[config.mk]
export PLATFORM = sky130hd
export DESIGN_NAME = img_rom_arbiter
export DESIGN_NICKNAME = d
export VERILOG_FILES = /design/src/rtl/img_pkg.sv /design/src/rtl/rr_arbiter.sv /design/src/rtl/img_rom_arbiter.sv
export SDC_FILE = /design/constraint.sdc
export NUM_CORES = 1
export LEC_CHECK = 0
export ABC_AREA = 1
export CAP_MARGIN = 20
export CORE_UTILIZATION = 31
export CTS_CLUSTER_DIAMETER = 150
export DETAILED_ROUTE_END_ITERATION = 7
export REMOVE_ABC_BUFFERS = 1
export SYNTH_ARGS = -nofsm -noshare
export SYNTH_HDL_FRONTEND = slang
export SYNTH_SLANG_ARGS = --single-unit
export TNS_END_PERCENT = 50
[constraint.sdc]
create_clock -name clk -period 9.2 [get_ports clk]
set_input_delay 1.84 -clock clk [delete_from_list [all_inputs] [get_ports clk]]
set_output_delay 1.84 -clock clk [all_outputs]
set_load 0.1 [all_outputs]
[src/rtl/img_pkg.sv]
// Shared constants and the in-flight read tag for the image ROM arbiter.
// Pure declarations: no logic, no latency, no flow control.
package img_pkg;

    localparam int COLOR_W = 12;
    localparam int X_W     = 10;
    localparam int Y_W     = 9;
    localparam int IMG_W   = 250;
    localparam int IMG_H   = 100;
    localparam int MAX_REQ = 8;

    localparam logic [COLOR_W-1:0] OOR_COLOR = 12'h000;

    // id is sized for the largest supported requester count; unused high bits stay 0
    typedef struct packed {
        logic               valid;
        logic [MAX_REQ-1:0] id;
        logic               oor;
    } tag_t;

endpackage

[src/rtl/rr_arbiter.sv]
// Round-robin arbiter: combinational one-hot grant, pointer updated on grant.
// Zero latency; never stalls, requesters simply hold req until granted.
module rr_arbiter #(
    parameter int N = 4
) (
    input  logic         clk,
    input  logic         rst,
    input  logic [N-1:0] req,
    output logic [N-1:0] gnt
);

    localparam int PW = (N > 1) ? $clog2(N) : 1;

    logic [PW-1:0] ptr_q;
    logic [PW-1:0] ptr_d;
    logic [PW-1:0] sel;
    logic          found;
    int            idx;

    // search starts one past the last winner and wraps
    always_comb begin
        gnt   = '0;
        ptr_d = ptr_q;
        found = 1'b0;
        idx   = 0;
        sel   = '0;
        for (int i = 1; i <= N; i++) begin
            idx = (int'(ptr_q) + i) % N;
            sel = PW'(idx);
            if (!found && req[sel]) begin
                found    = 1'b1;
                gnt[sel] = 1'b1;
                ptr_d    = sel;
            end
        end
        if (rst) begin
            gnt = '0;
        end
    end

    always_ff @(posedge clk) begin
        if (rst) begin
            ptr_q <= PW'(N - 1);
        end else if (found) begin
            ptr_q <= ptr_d;
        end
    end

endmodule

[src/rtl/img_rom_arbiter.sv]
// Shares one sync image ROM among N_REQ requesters; grant in cycle T returns tagged pixel in T+ROM_LAT+2.
// One grant per cycle, fully pipelined; requesters hold req until gnt, the return path never stalls.
module img_rom_arbiter
    import img_pkg::*;
#(
    parameter int                   N_REQ     = 4,
    parameter int                   IMG_W     = img_pkg::IMG_W,
    parameter int                   IMG_H     = img_pkg::IMG_H,
    parameter int                   ADDR_W    = 16,
    parameter int                   ROM_LAT   = 1,
    parameter logic [COLOR_W-1:0]   OOR_COLOR = img_pkg::OOR_COLOR
) (
    input  logic                   clk,
    input  logic                   rst,
    input  logic [N_REQ-1:0]       req,
    input  logic [N_REQ*X_W-1:0]   x_in,
    input  logic [N_REQ*Y_W-1:0]   y_in,
    output logic [N_REQ-1:0]       gnt,
    output logic [N_REQ-1:0]       rvalid,
    output logic [COLOR_W-1:0]     rdata,
    output logic [ADDR_W-1:0]      rom_addr,
    input  logic [COLOR_W-1:0]     rom_dout
);

    logic [X_W-1:0]     sel_x;
    logic [Y_W-1:0]     sel_y;
    logic               oor_d;
    logic [ADDR_W-1:0]  addr_d;
    tag_t               tag_d;

    logic [ADDR_W-1:0]  rom_addr_q;
    logic [N_REQ-1:0]   rvalid_q;
    logic [COLOR_W-1:0] rdata_q;
    tag_t               tag_q [ROM_LAT+1];

    rr_arbiter #(.N(N_REQ)) u_arb (
        .clk (clk),
        .rst (rst),
        .req (req),
        .gnt (gnt)
    );

    always_comb begin
        sel_x = '0;
        sel_y = '0;
        for (int i = 0; i < N_REQ; i++) begin
            if (gnt[i]) begin
                sel_x = x_in[i*X_W +: X_W];
                sel_y = y_in[i*Y_W +: Y_W];
            end
        end
        // out-of-range coordinates must never alias into a neighbouring row
        oor_d       = (int'(sel_x) >= IMG_W) || (int'(sel_y) >= IMG_H);
        addr_d      = ADDR_W'(IMG_W) * ADDR_W'(sel_y) + ADDR_W'(sel_x);
        tag_d.valid = |gnt;
        tag_d.id    = MAX_REQ'(gnt);
        tag_d.oor   = oor_d;
    end

    // tag pipeline is one stage longer than the ROM so the data is registered on return
    always_ff @(posedge clk) begin
        if (rst) begin
            rom_addr_q <= '0;
            rvalid_q   <= '0;
            rdata_q    <= '0;
            for (int i = 0; i <= ROM_LAT; i++) begin
                tag_q[i] <= '0;
            end
        end else begin
            if (tag_d.valid) begin
                rom_addr_q <= oor_d ? '0 : addr_d;
            end
            tag_q[0] <= tag_d;
            for (int i = 1; i <= ROM_LAT; i++) begin
                tag_q[i] <= tag_q[i-1];
            end
            rvalid_q <= tag_q[ROM_LAT].valid ? tag_q[ROM_LAT].id[N_REQ-1:0] : '0;
            if (tag_q[ROM_LAT].valid) begin
                rdata_q <= tag_q[ROM_LAT].oor ? OOR_COLOR : rom_dout;
            end
        end
    end

    assign rom_addr = rom_addr_q;
    assign rvalid   = rvalid_q;
    assign rdata    = rdata_q;

endmodule

==> flow_summary.yaml, run 1 <==
run_status:
  status: "finished clean"
sta:
  setup_viol: 0
  worst_pin_slew_ns: 1.01
  hold_viol_final: 0
  period_share_pct: 91.0
  rsz0062_at_grt: "no"
  finalSetupTns_ns: 0
  fin_skew_ns: 0.00565
  slew_viol_final: 0
  fmax_mhz: 119
  max-slew-margin-rel_pct: 32.6
  min_period_ns: 8.37
setup_path:
  crit_path_start_kind: "primary input"
  cpMostUsedCell: "nand2_1"
  crit_required_ns: 9.42
  cp_slowest_cell: "fa_1"
  max_stage_delay_ns: 0.51
  crit_fanout: 13
  arrival_ns: 8.59
  critPathKind: "primary input to register"
  critPathCaptureType: "register"
job:
  drv_cap: 0
cells_and_area:
  syn_to_final_growth_pct: 31.7
  drive_gt1_share_pct: 6.76
  antenna_cells: 0
  layout.nets: 1009
yosys:
  ys_ff_latch: 46
  synth_ff_type: "dfxtp_1"
  synthSimpleGateAreaFrac_pct: 29.0
  syn_area_mm2: 0.00506
  ys_warn_count: 0
  synthCells: 711
  synth_fa_ha_area_share_pct: 25.4
  synth.area.top_cells: "dfxtp_1 (18%), ha_1 (15%), nand2_1 (11%)"
  yosysTopAreaCell: "dfxtp_1"
  synth_edf_count: 0
  synth_top_area_share_pct: 18.2
  synth-compound-area-share_pct: 11.9
  synth_xor_area_share_pct: 3.46
  muxShareOfSynthArea_pct: 0
  ys_async_sr_fraction_pct: 0
  synth_top_family_by_area: "simple AND/OR/NAND/NOR gates"
  syn_avg_cell_area_um2: 7.11
  synth_cell_types: 39
  synth-seq-area-share_pct: 18.2
drt:
  drt_iter0_drc: 322
  firstDrtPassIters: 4
  vias: 4760
  drcViolationCount: 0
  routed_wl_mm: 13.0
  ant_nets: 0
  viasPerCell: 4.56
  wire_per_inst_um: 12.4
floorplan:
  core_mm2: 0.0159
  start_util_pct: 31.8
  io_pins: 130
  die_area_mm2: 0.0168
  fp.dieW_um: 130
  rows: 46
  die_y_um: 130
clock_network:
  clockBufferDepth: 2
  worstSkewPairLatency_ns: 0.28
  cts-root-buf: "clkbuf_16"
  postCtsSetupRepairBufs: 0
  cts_tree: "yes"
  cts_resized: 0
  clkSinkCount: 46
  cts.clk_slew.worst_paths_ns: 0.07
  cts_inserted_buffers: 5
  h-tree-depth: 2
  cts_hold_buf: 0
grt:
  grt_pass1_wl_mm: 21.8
  grt_max_degree: 39
  overflow: 0
  grt_util_all_layers_pct: 16.0
  grt_pass1_vias: 4609
  antenna_found_initial: 0
worst_hold_path:
  hp-class: "register to register"
place:
  io_buffers: 129
  hpwlAfterDp_mm: 10.8
  gp_congestion: 0.903
synthesized netlist by cell type, drive strengths merged (4+ instances only):
| library cell | number |
|---|---|
| a21oi | 52 |
| a22oi | 4 |
| buf | 19 |
| clkbuf | 7 |
| dfxtp | 46 |
| fa | 26 |
| ha | 61 |
| inv | 112 |
| nand2 | 164 |
| nand3 | 60 |
| nand4 | 18 |
| nor2 | 60 |
| o211ai | 7 |
| o21a | 5 |
| o21ai | 30 |
| xnor2 | 8 |
| xor2 | 12 |
per-stage QoR:
stage | cell area [µm²] | instances | setup slack [ns] | util (%) | hold slack, ns
after floorplan | 4880 | 685 | 0.526 | - | 0.388
after global placement | 6490 | 1037 | 0.518 | 40.9 | 0.391
after CTS | 6650 | 1045 | 0.599 | 41.8 | 0.401
after detailed placement | 6490 | 1037 | 0.317 | 40.9 | 0.395
after global routing | 6660 | 1045 | 0.0614 | 41.9 | 0.418
final | 6660 | 1045 | 0.828 | 41.9 | 0.396
layout make-up:
class	count	area (µm²)
sequential	46	921
fill	1684	9220
inverter	115	435
clock inverter	3	25.0
timing repair buffer	136	1340
tap	216	270
multi-input combinational	524	3540
clock buffer	5	125
worst max-delay path, delay by kind of cell:
kind	cells	cell delay (ns)
XOR/XNOR	2	0.36
adder cells (fa/ha/maj)	6	2.37
AO/OA/AOI/OAI	6	1.20
AND/OR/NAND/NOR	18	2.08
buffers and inverters	4	0.72
state kept, by name, indices dropped and copies added, names as in the netlist:
name / cells
tag_q: 12
rvalid: 4
u_arb.ptr_q: 2
rdata: 12
rom_addr: 16
layout by cell type, fill, tap and decap left out, types with 3 or more instances in the layout:
cell type        count
clkdlybuf4s50_1    129
nand2_4              5
o21ai_1             12
ha_1                61
a22oi_1              4
inv_1              105
xnor2_1              8
a221oi_1             3
nor3_1               3
nand2_1            146
nor3b_1              3
nand2_2             13
xor2_1              12
nand4_1             18
nor2_1              54
o211ai_1             7
dfxtp_1             46
nor2_4               3
nand3_2              5
nand3_1             54
a21oi_1             51
clkbuf_16            5
nand3b_1             3
fa_1                26
inv_2                7
buf_4                7
o21a_1               5
o21ai_0             16
final timing paths:
| kind | start | endpoint | slack, ns | depth (start not counted) |
|---|---|---|---|---|
| worst max register to register | u_arb.ptr_q[0] | rom_addr[15] | 1.60 | 38 |
| worst min register to register | tag_q[0][1] | tag_q[0][11] | 0.40 | 2 |
| worst max-delay path | req[1] | rom_addr[15] | 0.83 | 36 |
| worst min-delay path | tag_q[0][1] | tag_q[0][11] | 0.40 | 2 |
per-layer routing:
metal,vias to the layer above,track usage [%],part of all wire [%]
met5,-,0,0
li1,2521,-,-
met1,2131,21.0,48
met3,5,1.76,4.3
met4,0,2.46,0.56
met2,103,28.8,48
cells by family (layout without fill, tap and decap cells):
| logic type | after synthesis | count (layout) |
|---|---|---|
| adders and majority gates | 87 | 87 |
| buffers and inverters | 141 | 259 |
| DFF | 46 | 46 |
| AOI/OAI and AO/OA | 106 | 106 |
| and+or+nand+nor | 311 | 311 |
| xor gates and xnor gates | 20 | 20 |
Power of run 1 is not shown: default switching activity piles up to over one toggle a cycle in this logic, so the estimate is an artifact.
==> run 2, diff against run 1 <==
--- a/config.mk
+++ b/config.mk
@@ -6,11 +6,11 @@
 export NUM_CORES = 1
 export LEC_CHECK = 0
 export ABC_AREA = 1
-export CAP_MARGIN = 20
 export CORE_UTILIZATION = 31
 export CTS_CLUSTER_DIAMETER = 150
 export DETAILED_ROUTE_END_ITERATION = 7
 export REMOVE_ABC_BUFFERS = 1
+export SLEW_MARGIN = 30
 export SYNTH_ARGS = -nofsm -noshare
 export SYNTH_HDL_FRONTEND = slang
 export SYNTH_SLANG_ARGS = --single-unit
==> results of run 2 <==
No change in the layout: final DEF, timing and power equal those of run 1.
Power of run 2 is left out for the same reason.
